<file path="src/rtl/uart_pkg.sv">
// Shared UART definitions: receiver state encoding and default line settings
// common to the transmit and receive sides.
package uart_pkg;

   typedef enum logic [2:0] {
      IDLE,
      START,
      DATA,
      STOP,
      BRK
   } uart_state_t;

   localparam int CLK_HZ_DEF = 70_000_000;
   localparam int BAUD_DEF   = 115_200;

endpackage

</file>
<file path="src/rtl/uart_baud_tick.sv">
// Phase-accumulator tick generator: one-clock pulses at an average rate of RATE
// per second from a CLK_HZ clock. Shared by the UART transmitter and receiver.
module uart_baud_tick
   import uart_pkg::*;
#(
   parameter int CLK_HZ = CLK_HZ_DEF,
   parameter int RATE   = BAUD_DEF * 16,
   parameter int ACC_W  = 29
) (
   input  logic sys_clk_i,
   input  logic sys_rst_i,
   output logic tick_o
);

   localparam logic [ACC_W-1:0] INC_WAIT = ACC_W'(RATE);
   localparam logic [ACC_W-1:0] INC_TICK = ACC_W'(RATE - CLK_HZ);

   logic [ACC_W-1:0] r_acc;

   // A non-negative accumulator emits a tick and pays back CLK_HZ.
   always_ff @(negedge sys_clk_i or posedge sys_rst_i) begin
      if (sys_rst_i) begin
         r_acc <= '0;
      end else if (r_acc[ACC_W-1]) begin
         r_acc <= r_acc + INC_WAIT;
      end else begin
         r_acc <= r_acc + INC_TICK;
      end
   end

   assign tick_o = ~r_acc[ACC_W-1];

endmodule

</file>
<file path="src/rtl/uart_rx.sv">
// 8N1 UART receiver: oversampled start validation, LSB-first byte assembly and a
// holding register with ready/read handshake, overrun and framing-error flags.
//
// state | meaning
// IDLE  | line idle, waiting for rxs low
// START | counting to mid start bit to reject glitches
// DATA  | sampling 8 data bits at mid-bit
// STOP  | sampling stop bit; high loads the byte, low flags framing error
// BRK   | line held low after framing error, waiting for it to return high
module uart_rx
   import uart_pkg::*;
#(
   parameter int CLK_HZ = CLK_HZ_DEF,
   parameter int BAUD   = BAUD_DEF,
   parameter int OS     = 16,
   parameter int ACC_W  = 29
) (
   input  logic       sys_clk_i,
   input  logic       sys_rst_i,
   input  logic       uart_rx_i,
   input  logic       uart_rd_i,
   output logic [7:0] uart_dat_o,
   output logic       uart_rdy_o,
   output logic       uart_ovr_o,
   output logic       uart_ferr_o
);

   localparam int SC_W = $clog2(OS);
   localparam logic [SC_W-1:0] SC_MID = SC_W'(OS / 2 - 1);
   localparam logic [SC_W-1:0] SC_END = SC_W'(OS - 1);

   logic [1:0]      r_sync;
   uart_state_t     r_state;
   logic [SC_W-1:0] r_scnt;
   logic [2:0]      r_bidx;
   logic [7:0]      r_shift;
   logic [7:0]      r_dat;
   logic            r_rdy;
   logic            r_ovr;
   logic            r_ferr;

   uart_state_t     w_state_nxt;
   logic [SC_W-1:0] w_scnt_nxt;
   logic [2:0]      w_bidx_nxt;
   logic [7:0]      w_shift_nxt;
   logic            w_load;
   logic            w_ferr;
   logic            w_tick;
   logic            w_rxs;

   uart_baud_tick #(
      .CLK_HZ (CLK_HZ),
      .RATE   (BAUD * OS),
      .ACC_W  (ACC_W)
   ) u_tick (
      .sys_clk_i (sys_clk_i),
      .sys_rst_i (sys_rst_i),
      .tick_o    (w_tick)
   );

   assign w_rxs = r_sync[1];

   always_ff @(negedge sys_clk_i or posedge sys_rst_i) begin
      if (sys_rst_i) begin
         r_sync  <= 2'b11;
         r_state <= IDLE;
         r_scnt  <= '0;
         r_bidx  <= '0;
         r_shift <= '0;
      end else begin
         r_sync  <= {r_sync[0], uart_rx_i};
         r_state <= w_state_nxt;
         r_scnt  <= w_scnt_nxt;
         r_bidx  <= w_bidx_nxt;
         r_shift <= w_shift_nxt;
      end
   end

   always_comb begin
      w_state_nxt = r_state;
      w_scnt_nxt  = r_scnt;
      w_bidx_nxt  = r_bidx;
      w_shift_nxt = r_shift;
      w_load      = 1'b0;
      w_ferr      = 1'b0;
      case (r_state)
         IDLE: begin
            if (!w_rxs) begin
               w_state_nxt = START;
               w_scnt_nxt  = '0;
            end
         end
         START: begin
            if (w_tick) begin
               if (r_scnt == SC_MID) begin
                  w_scnt_nxt = '0;
                  w_bidx_nxt = '0;
                  w_state_nxt = w_rxs ? IDLE : DATA;
               end else begin
                  w_scnt_nxt = r_scnt + 1'b1;
               end
            end
         end
         DATA: begin
            if (w_tick) begin
               if (r_scnt == SC_END) begin
                  w_scnt_nxt  = '0;
                  w_shift_nxt = {w_rxs, r_shift[7:1]};
                  w_bidx_nxt  = r_bidx + 1'b1;
                  if (r_bidx == 3'd7) begin
                     w_state_nxt = STOP;
                  end
               end else begin
                  w_scnt_nxt = r_scnt + 1'b1;
               end
            end
         end
         STOP: begin
            // Leaving at mid-stop leaves half a bit to catch a back-to-back start edge.
            if (w_tick) begin
               if (r_scnt == SC_END) begin
                  w_scnt_nxt = '0;
                  if (w_rxs) begin
                     w_load      = 1'b1;
                     w_state_nxt = IDLE;
                  end else begin
                     w_ferr      = 1'b1;
                     w_state_nxt = BRK;
                  end
               end else begin
                  w_scnt_nxt = r_scnt + 1'b1;
               end
            end
         end
         BRK: begin
            if (w_rxs) begin
               w_state_nxt = IDLE;
            end
         end
         default: begin
            w_state_nxt = IDLE;
         end
      endcase
   end

   // A load always wins over a read; a read in the same cycle only clears overrun.
   always_ff @(negedge sys_clk_i or posedge sys_rst_i) begin
      if (sys_rst_i) begin
         r_dat  <= '0;
         r_rdy  <= 1'b0;
         r_ovr  <= 1'b0;
         r_ferr <= 1'b0;
      end else begin
         r_ferr <= w_ferr;
         if (w_load) begin
            r_dat <= r_shift;
            r_rdy <= 1'b1;
            if (r_rdy) begin
               r_ovr <= ~uart_rd_i;
            end
         end else if (uart_rd_i && r_rdy) begin
            r_rdy <= 1'b0;
            r_ovr <= 1'b0;
         end
      end
   end

   assign uart_dat_o  = r_dat;
   assign uart_rdy_o  = r_rdy;
   assign uart_ovr_o  = r_ovr;
   assign uart_ferr_o = r_ferr;

endmodule

</file>
<file path="config.mk">
export PLATFORM = sky130hd
export DESIGN_NAME = uart_rx
export DESIGN_NICKNAME = d
export VERILOG_FILES = /design/src/rtl/uart_pkg.sv /design/src/rtl/uart_baud_tick.sv /design/src/rtl/uart_rx.sv
export SDC_FILE = /design/constraint.sdc
export NUM_CORES = 1
export LEC_CHECK = 0
export CORE_MARGIN = 5
export CORE_UTILIZATION = 53
export CTS_BUF_LIST = sky130_fd_sc_hd__clkbuf_16
export CTS_CLUSTER_SIZE = 12
export DETAILED_ROUTE_END_ITERATION = 6
export PLACE_DENSITY = 0.75
export SLEW_MARGIN = 20
export SYNTH_ARGS = -nofsm -noshare
export SYNTH_HDL_FRONTEND = slang
export SYNTH_SLANG_ARGS = --single-unit
</file>
<file path="constraint.sdc">
create_clock -name sys_clk_i -period 1.8 [get_ports sys_clk_i]
set_clock_uncertainty 0.1 [all_clocks]
set_input_delay 0.36 -clock sys_clk_i [delete_from_list [all_inputs] [get_ports sys_clk_i]]
set_output_delay 0.36 -clock sys_clk_i [all_outputs]
set_load 0.005 [all_outputs]
</file>
==> run summary, run 1 <==
WP data required: 1.34 ns
# IOs: 15
VDD IR-drop max: 0.000525 V
CTS root buffer: clkbuf_16
P_sw: 0.477 mW
Crit path max-delay family: flip-flops
Antenna violations before repair: 0
Vias in the first global route: 1882
Vias per cell: 5.42
Worst Tran Pin Value: 0.387 ns
Reg2reg start: r_scnt[1]
Synth cell types: 45
Clock network power share: 0.458
Initial Util: 0.538
DRT Wirelength: 5220 µm
Max Root-Sink Buffers: 2
Max-slew violations: 0
# placed instances: 319
CTS tree: built
CP arrival: 1.78 ns
Worst Hold Launch: r_sync[0]
Mux share of post-synthesis cell area: 0.0855
FF-to-FF End: r_shift[5]
TritonCTS Buffers: 5
Largest cells by area after synthesis: dfrtn_1 (51%), mux2_2 (8.1%), xnor2_1 (4.9%)
Sequential share of power: 0.519
Cell Rows: 25
Die width: 78.5 µm
Hold crit path type: flop to flop
H-tree lvl count: 2
Setup tns final: -4.51 ns
Failing checks: negative setup slack
Die Ht: 78.5 µm
Compound-Gate Fraction of Synth Area: 0.102
First-pass iteration count of the detailed router: 4
Layout area overhead: 36.2%
Max cap viols: 0
Max Fanout on Critical Path: 2
Status: finished, violations left
Post-Synth XOR/XNOR Area: 0.0739
Avg WL per Cell: 15.2 µm
Fillers: 307
Crit path kind: flop to primary output
PD cells: 683 mW/mm²
Dpl hpwl: 3320 µm
Ant diodes: 0
Post-synthesis async set-or-reset flop share: 1.00
Critical path depth in cells: 1
Gr ovfl total: 0
Slew HR: 0.742
Largest family of logic cells by synthesized area: simple AND/OR/NAND/NOR gates
Post-Syn Instances: 222
Hold depth: 0
Buffers on Ports: 14
Final worst slack: -0.440 ns
Pint: 1.84 mW
Sw frac: 0.206
First-pass GRT wire length: 8620 µm
Tot Pwr: 2.32 mW
DRT iter0 DRCs: 89
Placed cell area: 0.00302 mm²
CP bufs+invs: 1
R2R depth: 7
Synth Area in Simple Gates: 0.150
Die area: 0.00617 mm²
Most common flop cell mapped by yosys: dfrtn_1
Sequential-to-total area share from yosys stat: 0.534
Syn Nets: 231
Nets: 298
Vias: 1865
Flops & latches, synth: 53
Finish-stage setup viols: 17
Clk sinks: 53
Post-route ant nets: 0
Core area: 0.00463 mm²
Largest net degree at the start of global routing: 21
Finished Core Util: 0.732
Worst-path clk slew: 0.05 ns
Crit end category: primary output
Final hold vios: 0
CP peak stage delay: 0.43 ns
Reg2Reg Setup Slack: -0.05 ns
Critical-path cell list: buf_2
CP startpoint kind: flop
Residual DRC: 0
Post-synth EDFFs: 0
Share of Yosys cell area claimed by the top area cell type: 0.513
Clk Latency, worst-skew pair: 0.35 ns
Mapped Area: 0.00249 mm²
Hold Path End: r_sync[1]
Final instance area: 0.00339 mm²
Cts hold-fix bufs: 0
Synth Area in Adders: 0.0251
Layout cells sized above 1: 0.372
Yosys Warn Count: 0
Static leakage: 1.61 nW
Slowest CP cell: dfrtn_1
GPL Wtd Cong: 0.843
Logic pwr share: 0.023
GRT Util Overall: 0.176
Cell taking the most area after synthesis: dfrtn_1
Mean Syn Cell Area: 11.2 µm²
Non-filler instance count after layout: 344
RSZ-0062 raised after global routing: yes
## metal layers
metal,global-route usage,vias up,share of wire
met4,0.0577,0,0.0056
met3,0.0390,4,0.022
met5,0,-,0
met1,0.206,918,0.44
li1,-,926,-
met2,0.317,17,0.53
## synth_stat cells, types with 2 or more instances
cell type,number
and3_1,4
nor3_1,7
ha_1,5
inv_1,6
dfstp_2,2
clkbuf_1,3
nand3_1,9
nand2_1,17
dfrtn_1,51
nor3b_1,3
buf_2,2
xor2_1,7
nor4_1,3
o21ai_0,16
a21oi_1,5
nand4_1,4
o211ai_1,2
nor2_1,16
mux2_2,18
a32oi_1,2
a22oi_1,3
xnor2_1,14
## power groups by stage
stage / combinational (mW) / clock (mW) / sequential [mW]
floorplan: 0.0195 / 0.0104 / 1.22
global placement: 0.0538 / 0.0104 / 1.22
detailed placement: 0.0547 / 0.0104 / 1.22
CTS: 0.0546 / 1.09 / 1.20
global route: 0.0597 / 1.14 / 1.20
finish: 0.0526 / 1.06 / 1.20
## cells by family after synthesis
| group | after synthesis |
|---|---|
| compound gates | 39 |
| xor+xnor | 21 |
| fa+ha+maj | 5 |
| buf+inv | 14 |
| flops | 53 |
| mux | 19 |
| simple gates | 71 |
## state kept, by name (all words and copies together) (netlist names)
| signal | flops |
|---|---|
| r_bidx | 3 |
| r_scnt | 4 |
| r_shift | 8 |
| r_state | 3 |
| r_sync | 2 |
| u_tick.r_acc | 22 |
| uart_dat_o | 8 |
| uart_ferr_o | 1 |
| uart_ovr_o | 1 |
| uart_rdy_o | 1 |
## placed cells by master, fill, tap and decap left out, types with 4 or more instances in the layout
cell type and instances:
a21oi_1 5, buf_12 6, buf_2 11, buf_4 45
clkbuf_16 7, dfrtn_1 51, ha_1 4, inv_1 6
mux2_4 15, nand2_1 16, nand3_1 8, nand4_1 4
nor2_1 16, nor3_1 6, o21ai_0 13, xnor2_1 14
xor2_1 7
## worst max path at each step
stage | start | to | slack (ns)
final | uart_dat_o[2] | uart_dat_o[2] | -0.44
after global routing | uart_dat_o[2] | uart_dat_o[2] | -0.48
after CTS | uart_dat_o[2] | uart_dat_o[2] | -0.43
after detailed placement | uart_dat_o[2] | uart_dat_o[2] | -0.49
after global placement | uart_rdy_o | uart_rdy_o | -0.44
after floorplan | sys_rst_i | r_sync[0] | -0.04
## timing repair
| item | CTS | global route |
|---|---|---|
| pin swaps | 7 | 6 |
| gates cloned | 1 | 1 |
| endpoints found under the hold margin | 0 | 0 |
| gates resized for setup | 59 | 12 |
| buffers inserted | 8 | 8 |
| setup endpoints to repair | 31 | 36 |
## metrics by stage
step / hold slack [ns] / setup slack, ns
global route: 0.269 / -0.478
global placement: 0.247 / -0.445
detailed placement: 0.247 / -0.490
CTS: 0.252 / -0.427
finish: 0.250 / -0.440
floorplan: 0.245 / -0.0364
## layout make-up
class                      count  area, µm²  area share
clock buffer                   6        150      0.0443
multi-input combinational    155       1220       0.359
tap                           54       67.6      0.0199
clock inverter                 4       26.3     0.00775
sequential                    53       1330       0.392
inverter                       5       22.5     0.00664
timing repair buffer          67        578       0.170
Note: power is estimated with default switching activity, not from simulation.
==> run 2, diff against run 1 <==
- PLACE_DENSITY: 0.75 -> 0.74
==> run summary, run 2 (synthesis gave the netlist of run 1 again) <==
Status: finished, violations left (unchanged)
Failing checks: negative setup slack (unchanged)
Max cap viols: 0 (unchanged)
Reg2reg start: r_scnt[1] (unchanged)
Dpl hpwl: 3440 µm (was 3320 µm)
Largest net degree at the start of global routing: 25 (was 21)
Commonest cells after routing, fill and taps aside: buf_4 (52), dfrtn_1 (51), nand2_1 (16), nor2_1 (16), mux2_4 (16) (was dfrtn_1 (51), buf_4 (45), nand2_1 (16), nor2_1 (16), mux2_4 (15))
Max Fanout on Critical Path: 2 (unchanged)
Layout area overhead: 40.1% (was 36.2%)
VDD IR-drop max: 0.000576 V (was 0.000525 V)
CP startpoint kind: flop (unchanged)
Buffers on Ports: 14 (unchanged)
R2R depth: 7 (unchanged)
CP bufs+invs: 1 (unchanged)
Max Root-Sink Buffers: 2 (unchanged)
Die area: 0.00617 mm² (unchanged)
First-pass GRT wire length: 8830 µm (was 8620 µm)
Core area: 0.00463 mm² (unchanged)
Crit path from: uart_ovr_o (was uart_dat_o[2])
Worst setup path end: uart_ovr_o (was uart_dat_o[2])
Initial Util: 0.538 (unchanged)
Finish-stage setup viols: 17 (unchanged)
Die width: 78.5 µm (unchanged)
Hold crit path type: flop to flop (unchanged)
Crit path max-delay family: flip-flops (unchanged)
Worst-path clk slew: 0.05 ns (about the same)
Vias per cell: 5.54 (was 5.42)
Clk Latency, worst-skew pair: 0.36 ns (was 0.35 ns)
Tot Pwr: 2.38 mW (was 2.32 mW)
Largest Register: u_tick.r_acc (unchanged)
Static leakage: 1.67 nW (was 1.61 nW)
Crit end category: primary output (unchanged)
Setup slack at placement: -0.487 ns (was -0.490 ns)
Critical-path cell list: buf_2 (unchanged)
Vias in the first global route: 1845 (was 1882)
Leading cell type in the layout, fill and taps excluded: buf_4 (was dfrtn_1)
Post-route ant nets: 0 (unchanged)
# IOs: 15 (unchanged)
First-pass iteration count of the detailed router: 4 (unchanged)
Setup tns final: -4.31 ns (was -4.51 ns)
GPL Wtd Cong: 0.800 (was 0.843)
Fillers: 302 (was 307)
Finished Core Util: 0.753 (was 0.732)
Avg WL per Cell: 16.4 µm (was 15.2 µm)
Antenna violations before repair: 0 (unchanged)
Hold slack final: 0.250 ns (about the same)
RSZ-0062 raised after global routing: yes (unchanged)
CTS root buffer: clkbuf_16 (unchanged)
Die Ht: 78.5 µm (unchanged)
Register area: 0.00133 mm² (unchanged)
WP data required: 1.34 ns (about the same)
GRT Util Overall: 0.182 (was 0.176)
Worst Tran Pin Value: 0.528 ns (was 0.387 ns)
Layout cells sized above 1: 0.397 (was 0.372)
Final hold vios: 0 (unchanged)
Cell Rows: 25 (unchanged)
Max-slew violations: 0 (unchanged)
Ant diodes: 0 (unchanged)
TritonCTS Buffers: 5 (unchanged)
Gr ovfl total: 0 (unchanged)
Residual DRC: 0 (unchanged)
CP arrival: 1.74 ns (was 1.78 ns)
CP peak stage delay: 0.41 ns (was 0.43 ns)
H-tree lvl count: 2 (unchanged)
Crit path kind: flop to primary output (unchanged)
PD cells: 683 mW/mm² (about the same)
Max FFs per register: 22 (unchanged)
Slew HR: 0.644 (was 0.742)
Clk sinks: 53 (unchanged)
DRT iter0 DRCs: 56 (was 89)
Nets: 305 (was 298)
DRT Wirelength: 5760 µm (was 5220 µm)
Slowest CP cell: dfrtn_1 (unchanged)
Critical path depth in cells: 1 (unchanged)
Reg2Reg Setup Slack: -0.02 ns (was -0.05 ns)
CTS tree: built (unchanged)
Worst Hold Launch: r_sync[0] (unchanged)
Vias: 1946 (was 1865)
Area of the multi-input gates: 0.00124 mm² (was 0.00122 mm²)
Final worst slack: -0.401 ns (was -0.440 ns)
FF-to-FF End: r_shift[0] (was r_shift[5])
==> run 2: cell count changes in the layout (fill, tap and decap cells not counted), sizes merged <==
| cell | previous run | this run |
|---|---|---|
| clkinvlp | 2 | 1 |
| bufinv | 0 | 1 |
| buf | 63 | 70 |
| clkbuf | 7 | 6 |
| clkinv | 0 | 1 |
==> run 2: timing repair <==
| action | in CTS | in global routing |
|---|---|---|
| setup endpoints to repair | 30 | 37 |
| gates resized for setup | 61 | 13 |
| hold buffers | 0 | 0 |
| pin swaps | 4 | 9 |
| cloned | 1 | 1 |
| buffers inserted | 8 | 15 |
==> run 2: worst min path at each step <==
stage                     end  slack, ns  cells after the start
finish              r_sync[1]       0.25                      0
floorplan           r_sync[1]       0.25                      0
CTS                 r_sync[1]       0.25                      0
detailed placement  r_sync[1]       0.25                      0
global placement    r_sync[1]       0.25                      0
global route        r_sync[1]       0.25                      0
==> run 2: report_power, final <==
part | internal [mW] | leakage [nW] | total [mW] | switching (mW)
Clock | 0.674 | 0.0966 | 1.13 | 0.453
Combinational | 0.0229 | 0.904 | 0.0525 | 0.0296
Sequential | 1.20 | 0.665 | 1.20 | 0.00216
Total | 1.90 | 1.67 | 2.38 | 0.484
==> run 2: cell type report <==
cell class / count / share of cell area
inverters: 5 / 0.00646
multi-input cells: 155 / 0.355
repair buffers: 74 / 0.186
flip-flops and latches: 53 / 0.381
well taps: 54 / 0.0194
clock buffers: 5 / 0.0359
clock inverters: 5 / 0.0165
==> run 2: through the flow <==
step | cell area [µm²] | instances
after floorplan | 2530 | 222
after global placement | 3000 | 317
after detailed placement | 3000 | 317
after CTS | 3280 | 335
after global routing | 3490 | 351
final | 3490 | 351
==> run 2: routing by layer <==
layer	vias up	part of all wire	track usage
li1	944	-	-
met1	955	0.41	0.224
met2	35	0.54	0.322
met3	12	0.029	0.0401
met4	0	0.021	0.0472
met5	-	0	0
==> run 3, diff against run 2 <==
- CORE_UTILIZATION: 53 -> 39
- PLACE_DENSITY: 0.74 -> 0.57
==> run summary, run 3 (synthesis gave the netlist of run 1 again) <==
CTS root buffer: clkbuf_16 (unchanged)
GPL Wtd Cong: 0.806 (was 0.800)
Die area: 0.00808 mm² (was 0.00617 mm²)
DRT iter0 DRCs: 53 (was 56)
Worst Tran Pin Value: 0.502 ns (was 0.528 ns)
Initial Util: 0.396 (was 0.538)
Clk sinks: 53 (unchanged)
Commonest cells after routing, fill and taps aside: dfrtn_1 (51), buf_4 (42), nand2_1 (16), nor2_1 (16), mux2_4 (16) (was buf_4 (52), dfrtn_1 (51), nand2_1 (16), nor2_1 (16), mux2_4 (16))
Pint: 1.88 mW (was 1.90 mW)
RSZ-0062 raised after global routing: yes (unchanged)
Hold crit path type: flop to flop (unchanged)
H-tree lvl count: 2 (unchanged)
Status: finished, violations left (unchanged)
Failing checks: negative setup slack (unchanged)
Crit end category: primary output (unchanged)
Cell Rows: 29 (was 25)
Buffers on Ports: 14 (unchanged)
WP data required: 1.34 ns (about the same)
Static leakage: 1.58 nW (was 1.67 nW)
Avg WL per Cell: 13.9 µm (was 16.4 µm)
Crit path max-delay family: flip-flops (unchanged)
Sw frac: 0.200 (was 0.203)
Residual DRC: 0 (unchanged)
First-pass GRT wire length: 8980 µm (was 8830 µm)
Worst-path clk slew: 0.05 ns (about the same)
Largest Register: u_tick.r_acc (unchanged)
Core area: 0.00628 mm² (was 0.00463 mm²)
CP bufs+invs: 1 (unchanged)
Post-route ant nets: 0 (unchanged)
Final worst slack: -0.397 ns (was -0.401 ns)
PD cells: 690 mW/mm² (was 683 mW/mm²)
Vias per cell: 5.08 (was 5.54)
Finished Core Util: 0.543 (was 0.753)
First-pass iteration count of the detailed router: 4 (unchanged)
Vias: 1850 (was 1946)
Max cap viols: 0 (unchanged)
Max-slew violations: 0 (unchanged)
Finish-stage setup viols: 25 (was 17)
# placed instances: 342 (was 317)
Sequential share of power: 0.511 (was 0.505)
VDD IR-drop max: 0.000479 V (was 0.000576 V)
Slowest CP cell: dfrtn_1 (unchanged)
Layout area overhead: 37.1% (was 40.1%)
Hold slack final: 0.252 ns (was 0.250 ns)
Layout cells sized above 1: 0.387 (was 0.397)
Slew HR: 0.662 (was 0.644)
Setup tns final: -5.70 ns (was -4.31 ns)
Antenna violations before repair: 0 (unchanged)
Max FFs per register: 22 (unchanged)
Nets: 295 (was 305)
CTS tree: built (unchanged)
Dpl hpwl: 3360 µm (was 3440 µm)
CP startpoint kind: flop (unchanged)
TritonCTS Buffers: 5 (unchanged)
CP peak stage delay: 0.41 ns (about the same)
CP arrival: 1.74 ns (about the same)
Clock network power share: 0.469 (was 0.473)
Die Ht: 89.9 µm (was 78.5 µm)
GRT Util Overall: 0.132 (was 0.182)
Gr ovfl total: 0 (unchanged)
Vias in the first global route: 1886 (was 1845)
P_sw: 0.470 mW (was 0.484 mW)
Max Root-Sink Buffers: 2 (unchanged)
Crit path kind: flop to primary output (unchanged)
Ant diodes: 0 (unchanged)
Max Fanout on Critical Path: 2 (unchanged)
Largest net degree at the start of global routing: 26 (was 25)
Logic pwr share: 0.020 (was 0.022)
Non-filler instance count after layout: 364 (was 351)
# IOs: 15 (unchanged)
Cts hold-fix bufs: 0 (unchanged)
DRT Wirelength: 5070 µm (was 5760 µm)
Final hold vios: 0 (unchanged)
Critical-path cell list: buf_2 (unchanged)
Leading cell type in the layout, fill and taps excluded: dfrtn_1 (was buf_4)
Clk Latency, worst-skew pair: 0.35 ns (was 0.36 ns)
Tot Pwr: 2.35 mW (was 2.38 mW)
Die width: 89.9 µm (was 78.5 µm)
run 3: changes by cell type in the layout (fill, tap and decap cells not counted), sizes merged:
cell	before	now
buf	70	61
clkbuf	6	5
clkinvlp	1	2
inv	7	6
run 3: through the flow:
stage	worst slack, ns	cell area [µm²]
floorplan	-0.0364	2530
global placement	-0.443	3040
detailed placement	-0.465	3040
CTS	-0.405	3340
global route	-0.442	3410
finish	-0.397	3410
run 3: layer usage:
layer / GRT usage / share of wire / vias up
li1: - / - / 927
met1: 0.170 / 0.45 / 893
met2: 0.216 / 0.51 / 23
met3: 0.0284 / 0.035 / 7
met4: 0.0509 / 0.011 / 0
met5: 0 / 0 / -
run 3: what timing repair did:
action | CTS | global route
setup buffers | 6 | 9
setup endpoints to repair | 29 | 39
resized for setup | 67 | 18
gates cloned | 2 | 0
pin swaps | 5 | 16
run 3: power groups by stage:
stage          Sequential, mW  Combinational [mW]  Clock, mW
2_1_floorplan            1.22              0.0195     0.0104
3_3_place_gp             1.22              0.0485     0.0104
3_5_place_dp             1.22              0.0488     0.0104
4_1_cts                  1.20              0.0483       1.13
5_1_grt                  1.20              0.0528       1.20
6_report                 1.20              0.0460       1.10
run 3: cell type report:
cell class / count / area (µm²)
clock buffers: 5 / 125
multi-input cells: 155 / 1260
well taps: 77 / 96.3
flip-flops and latches: 53 / 1330
clock inverters: 5 / 53.8
repair buffers: 64 / 528
fillers: 559 / 2870
inverters: 5 / 22.5
run 3: worst paths after layout:
check                           slack, ns          start               end  cells past startpoint
worst max-delay path                -0.40  uart_dat_o[3]     uart_dat_o[3]                      1
worst min-delay path                 0.25      r_sync[0]         r_sync[1]                      0
worst max register to register      -0.18      r_scnt[0]     uart_dat_o[7]                      7
worst min register to register       0.25      r_sync[0]         r_sync[1]                      0
max in group asynchronous            0.18      sys_rst_i        r_shift[0]                      3
min in group asynchronous            1.01      sys_rst_i  u_tick.r_acc[22]                      2
